<file path="config.mk">
export PLATFORM = sky130hd
export DESIGN_NAME = uart_receiver
export DESIGN_NICKNAME = d
export VERILOG_FILES = /design/src/rtl/uart_pkg.sv /design/src/rtl/uart_rx_sync.sv /design/src/rtl/uart_receiver.sv
export SDC_FILE = /design/constraint.sdc
export NUM_CORES = 1
export LEC_CHECK = 0
export CAP_MARGIN = 40
export CORE_MARGIN = 2
export CORE_UTILIZATION = 57
export CTS_CLUSTER_DIAMETER = 50
export DETAILED_ROUTE_END_ITERATION = 12
export GPL_TIMING_DRIVEN = 0
export PLACE_DENSITY = 0.81
export SYNTH_ARGS = -nofsm -noshare
export SYNTH_HDL_FRONTEND = slang
export SYNTH_SLANG_ARGS = --single-unit
</file>
<file path="constraint.sdc">
create_clock -name clk -period 3.3 [get_ports clk]
set_clock_uncertainty 0.2 [all_clocks]
set_input_delay 0.99 -clock clk [delete_from_list [all_inputs] [get_ports clk]]
set_output_delay 0.99 -clock clk [all_outputs]
set_load 0.01 [all_outputs]
</file>
<file path="src/rtl/uart_pkg.sv">
// Shared UART definitions used by both the receiver and the transmitter.
package uart_pkg;

  typedef enum logic [2:0] {
    IDLE,
    START,
    DATA,
    PARITY,
    STOP
  } uart_state_t;

endpackage

</file>
<file path="src/rtl/uart_rx_sync.sv">
// Two-flop synchroniser for the asynchronous rx pad; resets to the idle-high line level.
module uart_rx_sync (
  input  logic clk,
  input  logic reset,
  input  logic i_async,
  output logic o_sync
);

  logic [1:0] r_sync;

  always_ff @(posedge clk) begin
    if (reset) begin
      r_sync <= '1;
    end else begin
      r_sync <= {r_sync[0], i_async};
    end
  end

  assign o_sync = r_sync[1];

endmodule

</file>
<file path="src/rtl/uart_receiver.sv">
// UART receiver: mid-bit sampling, LSB-first assembly, valid/ready output with error pulses.
// Optional parity bit enabled by defining UART_RX_PARITY_EN.
module uart_receiver
  import uart_pkg::*;
#(
  parameter int CLKS_PER_BIT = 16,
  parameter int DATA_BITS    = 8,
  parameter int PARITY_ODD   = 0
) (
  input  logic                 clk,
  input  logic                 reset,
  input  logic                 rx,
  output logic [DATA_BITS-1:0] rx_data,
  output logic                 rx_valid,
  input  logic                 rx_ready,
  output logic                 busy,
  output logic                 frame_err,
  output logic                 parity_err,
  output logic                 overrun_err
);

  localparam int CW = $clog2(CLKS_PER_BIT);
  localparam int IW = $clog2(DATA_BITS + 1);
  localparam logic [CW-1:0] HALF_M1  = CW'(CLKS_PER_BIT / 2 - 1);
  localparam logic [CW-1:0] FULL_M1  = CW'(CLKS_PER_BIT - 1);
  localparam logic [IW-1:0] LAST_IDX = IW'(DATA_BITS - 1);

  if (CLKS_PER_BIT < 4 || DATA_BITS < 5 || DATA_BITS > 9 || PARITY_ODD < 0 || PARITY_ODD > 1) begin : g_bad_cfg
    $error("uart_receiver: unsupported parameter combination");
  end

  uart_state_t          r_state, w_state_next;
  logic [CW-1:0]        r_clk_cnt, w_clk_cnt_next;
  logic [IW-1:0]        r_bit_idx, w_bit_idx_next;
  logic [DATA_BITS-1:0] r_shift, w_shift_next;
  logic [DATA_BITS-1:0] r_data, w_data_next;
  logic                 r_valid, w_valid_next;
  logic                 r_frame_err, w_frame_err_next;
  logic                 r_parity_err, w_parity_err_next;
  logic                 r_overrun_err, w_overrun_err_next;
  logic                 r_rx_prev;
  logic                 w_rx_sync;
  logic                 w_start;
  logic                 w_accept;
  logic                 w_bit_done;
  logic                 w_par_bad;

  uart_rx_sync u_sync (
    .clk     (clk),
    .reset   (reset),
    .i_async (rx),
    .o_sync  (w_rx_sync)
  );

  assign w_start    = r_rx_prev & ~w_rx_sync;
  assign w_accept   = r_valid & rx_ready;
  assign w_bit_done = (r_clk_cnt == FULL_M1);

`ifdef UART_RX_PARITY_EN
  localparam logic P_ODD = (PARITY_ODD != 0);
  logic r_par_bit, w_par_bit_next;

  assign w_par_bad = ((^r_shift) ^ P_ODD) != r_par_bit;

  always_ff @(posedge clk) begin
    if (reset) begin
      r_par_bit <= 1'b0;
    end else begin
      r_par_bit <= w_par_bit_next;
    end
  end
`else
  assign w_par_bad = 1'b0;
`endif

  always_ff @(posedge clk) begin
    if (reset) begin
      r_state       <= IDLE;
      r_clk_cnt     <= '0;
      r_bit_idx     <= '0;
      r_shift       <= '0;
      r_data        <= '0;
      r_valid       <= 1'b0;
      r_frame_err   <= 1'b0;
      r_parity_err  <= 1'b0;
      r_overrun_err <= 1'b0;
      r_rx_prev     <= 1'b1;
    end else begin
      r_state       <= w_state_next;
      r_clk_cnt     <= w_clk_cnt_next;
      r_bit_idx     <= w_bit_idx_next;
      r_shift       <= w_shift_next;
      r_data        <= w_data_next;
      r_valid       <= w_valid_next;
      r_frame_err   <= w_frame_err_next;
      r_parity_err  <= w_parity_err_next;
      r_overrun_err <= w_overrun_err_next;
      r_rx_prev     <= w_rx_sync;
    end
  end

  always_comb begin
    w_state_next       = r_state;
    w_clk_cnt_next     = r_clk_cnt;
    w_bit_idx_next     = r_bit_idx;
    w_shift_next       = r_shift;
    w_data_next        = r_data;
    w_valid_next       = r_valid & ~w_accept;
    w_frame_err_next   = 1'b0;
    w_parity_err_next  = 1'b0;
    w_overrun_err_next = 1'b0;
`ifdef UART_RX_PARITY_EN
    w_par_bit_next     = r_par_bit;
`endif

    case (r_state)
      IDLE: begin
        w_clk_cnt_next = '0;
        w_bit_idx_next = '0;
        if (w_start) w_state_next = START;
      end
      START: begin
        if (r_clk_cnt == HALF_M1) begin
          w_clk_cnt_next = '0;
          w_state_next   = w_rx_sync ? IDLE : DATA;
        end else begin
          w_clk_cnt_next = r_clk_cnt + 1'b1;
        end
      end
      DATA: begin
        if (w_bit_done) begin
          w_clk_cnt_next = '0;
          w_shift_next   = {w_rx_sync, r_shift[DATA_BITS-1:1]};
          if (r_bit_idx == LAST_IDX) begin
            w_bit_idx_next = '0;
`ifdef UART_RX_PARITY_EN
            w_state_next   = PARITY;
`else
            w_state_next   = STOP;
`endif
          end else begin
            w_bit_idx_next = r_bit_idx + 1'b1;
          end
        end else begin
          w_clk_cnt_next = r_clk_cnt + 1'b1;
        end
      end
`ifdef UART_RX_PARITY_EN
      PARITY: begin
        if (w_bit_done) begin
          w_clk_cnt_next = '0;
          w_par_bit_next = w_rx_sync;
          w_state_next   = STOP;
        end else begin
          w_clk_cnt_next = r_clk_cnt + 1'b1;
        end
      end
`endif
      STOP: begin
        if (w_bit_done) begin
          w_clk_cnt_next = '0;
          w_state_next   = IDLE;
          // Error precedence: framing, then parity, then overrun; a same-cycle handshake frees the slot.
          if (!w_rx_sync) begin
            w_frame_err_next = 1'b1;
          end else if (w_par_bad) begin
            w_parity_err_next = 1'b1;
          end else if (r_valid && !w_accept) begin
            w_overrun_err_next = 1'b1;
          end else begin
            w_data_next  = r_shift;
            w_valid_next = 1'b1;
          end
        end else begin
          w_clk_cnt_next = r_clk_cnt + 1'b1;
        end
      end
      default: begin
        w_state_next   = IDLE;
        w_clk_cnt_next = '0;
        w_bit_idx_next = '0;
      end
    endcase
  end

  assign rx_data     = r_data;
  assign rx_valid    = r_valid;
  assign busy        = (r_state != IDLE);
  assign frame_err   = r_frame_err;
  assign parity_err  = r_parity_err;
  assign overrun_err = r_overrun_err;

endmodule

</file>
==> run_results.csv <==
group,metric,value,unit
status,status,"complete, no violations",
global_route,grtUsageTotal,21.3,%
worst_setup_path,required,2.11,ns
clock_tree,cts-root-buf,"clkbuf_4",
logic_synthesis,synth_compound_area_share,8.60,%
placement,dp.cells,182,
cells_and_area,diodes,0,
clock_tree,clk_latency,0.33,ns
sta,finalHoldViolCount,0,
clock_tree,path_clk_slew,0.10,ns
sta,tightest_slew,0.506,ns
cells_and_area,nets,167,
floorplan,ios,17,
logic_synthesis,yosysWarnings,0,
global_route,top_usage_layer,"met2",
worst_setup_path,critPathCaptureType,"output port",
cells_and_area,design_area,0.00162,mm2
worst_setup_path,worst-path-max-fanout,10,
global_route,grt_overflow,0,
logic_synthesis,synthCells,139,
drt,drc,0,
logic_synthesis,async_reset_ff_share,0,%
worst_setup_path,path_class,"reg2out",
logic_synthesis,ys_top_cells_by_count,"33 x dfxtp_1, 19 x nor2_1, 16 x mux2i_1, 5 x a21oi_1, 5 x inv_1",
placement,pre_cts_ws,0.528,ns
power_and_ir_drop,peakVddDrop,391,uV
logic_synthesis,synth_xor_xnor_area_share,3.08,%
logic_synthesis,ys_seq_area_share,47.8,%
global_route,grt_pass1_wl,4210,um
clock_tree,cts_buffers,5,
worst_hold_path,hold_path_class,"reg2reg",
clock_tree,cts_max_level,2,
floorplan,initial_utilization,61.3,%
logic_synthesis,synth_top_family_by_area,"simple AND/OR/NAND/NOR gates",
logic_synthesis,synth-seq-cells,33,
floorplan,rows,17,
clock_tree,cts_resized,0,
cells_and_area,final_util,71.7,%
floorplan,die_x,53.3,um
clock_tree,postCtsSetupBuffers,0,
worst_setup_path,crit_slowest_cell,"clkdlybuf4s50_1",
sta,post-route-period-util,89.2,%
sta,fin_ws,0.356,ns
drt,first_pass_iters,4,
worst_setup_path,path_cells,"buf_2, or3_1, clkdlybuf4s50_1",
logic_synthesis,synthAdderAreaFrac,1.81,%
placement,io_buffers,15,
sta,setup_violations,0,
logic_synthesis,syn_area,0.00138,mm2
clock_tree,holdBufCountCts,0,
sta,slew_viol_final,0,
worst_setup_path,crit_family,"buffers and inverters",
power_and_ir_drop,power_density,441,mW/mm2
sta,tns,0,ns
cells_and_area,fin_cells,190,
cells_and_area,drive_gt1_share,11.1,%
drt,wl_per_cell,13.6,um
logic_synthesis,synth_enable_flop_cells,0,
placement,hpwlAfterDp,1890,um
worst_setup_path,cp_data_arrival_time,1.75,ns
logic_synthesis,yosysTopAreaCell,"dfxtp_1",
global_route,grtUsageMet2,33.3,%
run,drv_cap,0,
logic_synthesis,synth_most_common_cell,"dfxtp_1",
logic_synthesis,synth_simple_gate_area_share,22.4,%
logic_synthesis,syn_area_per_cell,9.95,um2
cells_and_area,area_delta_synth_final,16.9,%
sta,rsz0062_at_grt,"false",
clock_tree,clockBufferDepth,2,
logic_synthesis,syn_nets,145,
drt,wl,2590,um
sta,relSlewSlack,66.1,%
placement,gp_congestion,0.735,
floorplan,die_h,53.3,um
drt,ant_nets,0,
sta,layout_min_cycle_time,2.94,ns
global_route,met3_usage,5.93,%
sta,clock.fmax,0.340,GHz
global_route,grt_max_degree,11,
logic_synthesis,yosysTopAreaCellShare,47.8,%
worst_setup_path,worst_path_largest_cell_delay,0.50,ns
floorplan,dieArea,0.00284,mm2
clock_tree,cts_tree,"built",
drt,drt_iter0_markers,13,
global_route,grtUsageMet1,26.6,%
logic_synthesis,yosys_most_used_dff,"dfxtp_1",
global_route,antenna_found_initial,0,
global_route,grt_pass1_vias,959,
placement,place_area,0.00157,mm2
logic_synthesis,synth.area.top_cells,"dfxtp_1 48%, mux2i_1 12%, nor2_1 5.2%",
drt,via_count,1055,
cells_and_area,fillCellCount,198,
logic_synthesis,muxShareOfSynthArea,11.6,%
logic_synthesis,yosysUniqueCellTypes,39,
power_and_ir_drop,p_leak,0.548,nW
worst_setup_path,cp-start-kind,"flop",
drt,vias_per_cell,5.55,
worst_setup_path,cp.buffers_inverters,2,
clock_tree,cts_sinks,33,
floorplan,coreArea,0.00225,mm2
-- worst paths after layout --
kind	start	endpoint	slack [ns]	cells past startpoint
hold reg to reg	u_sync.r_sync[0]$_SDFF_PP1_	u_sync.r_sync[1]$_SDFF_PP1_	0.22	1
hold / removal	u_sync.r_sync[0]$_SDFF_PP1_	u_sync.r_sync[1]$_SDFF_PP1_	0.22	1
setup / recovery	r_state[1]$_SDFFE_PP0P_	busy	0.36	3
setup reg to reg	r_clk_cnt[0]$_SDFF_PP0_	r_shift[0]$_SDFFE_PP0P_	1.30	5
-- kinds of logic after synthesis --
group / after synthesis
AND/OR/NAND/NOR: 54
flip-flops: 33
AO/OA/AOI/OAI: 17
multiplexers: 16
buffers and inverters: 12
XOR/XNOR: 4
adder cells (fa/ha/maj): 2
other: 1
-- final cells by class --
class                           instances  area [um2]  area share (%)
Buffer                                  7        42.5            2.63
Clock buffer                            8        48.8            3.02
Inverter                                5        18.8            1.16
Multi-Input combinational cell         94         661            40.9
Sequential cell                        33         661            40.9
Tap cell                               28        35.0            2.17
Timing Repair Buffer                   15         150            9.29
-- per-layer routing --
| metal | vias to the layer above | wire [um] |
|---|---|---|
| met2 | 19 | 1260 |
| met3 | 7 | 89 |
| met5 | - | 0 |
| met4 | 0 | 48 |
| met1 | 501 | 1190 |
| li1 | 528 | - |
-- cell usage in the layout (no fill, tap or decap), types with 3 or more instances in the layout --
| master | synthesis | layout |
|---|---|---|
| inv_1 | 5 | 5 |
| o21ai_0 | 3 | 3 |
| clkbuf_1 | 3 | 6 |
| nand2_1 | 4 | 4 |
| clkdlybuf4s50_1 | 0 | 15 |
| mux2i_1 | 16 | 16 |
| a21oi_1 | 5 | 5 |
| clkbuf_4 | 0 | 5 |
| nand3b_1 | 4 | 4 |
| nand3_1 | 4 | 4 |
| nor3b_1 | 3 | 3 |
| o31ai_1 | 3 | 3 |
| nor2_1 | 19 | 19 |
| or2_2 | 4 | 4 |
| dfxtp_1 | 33 | 33 |
-- power breakdown --
| part | switching, W | internal (W) |
|---|---|---|
| Clock | 0.000122 | 0.0000848 |
| Combinational | 0.0000496 | 0.0000394 |
| Sequential | 0.0000113 | 0.000405 |
-- state kept, by name, indices dropped and copies added (netlist names) --
| name | flops |
|---|---|
| frame_err | 1 |
| overrun_err | 1 |
| r_bit_idx | 4 |
| r_clk_cnt | 4 |
| r_rx_prev | 1 |
| r_shift | 8 |
| r_state | 3 |
| rx_data | 8 |
| rx_valid | 1 |
| u_sync.r_sync | 2 |
-- stage by stage --
step | power [W] | hold slack, ns
2_1_floorplan | 0.000485 | 0.189
3_3_place_gp | 0.000510 | 0.193
3_5_place_dp | 0.000512 | 0.197
4_1_cts | 0.000716 | 0.218
5_1_grt | 0.000745 | 0.228
6_report | 0.000712 | 0.216
Note: power is estimated with default switching activity, not from simulation.
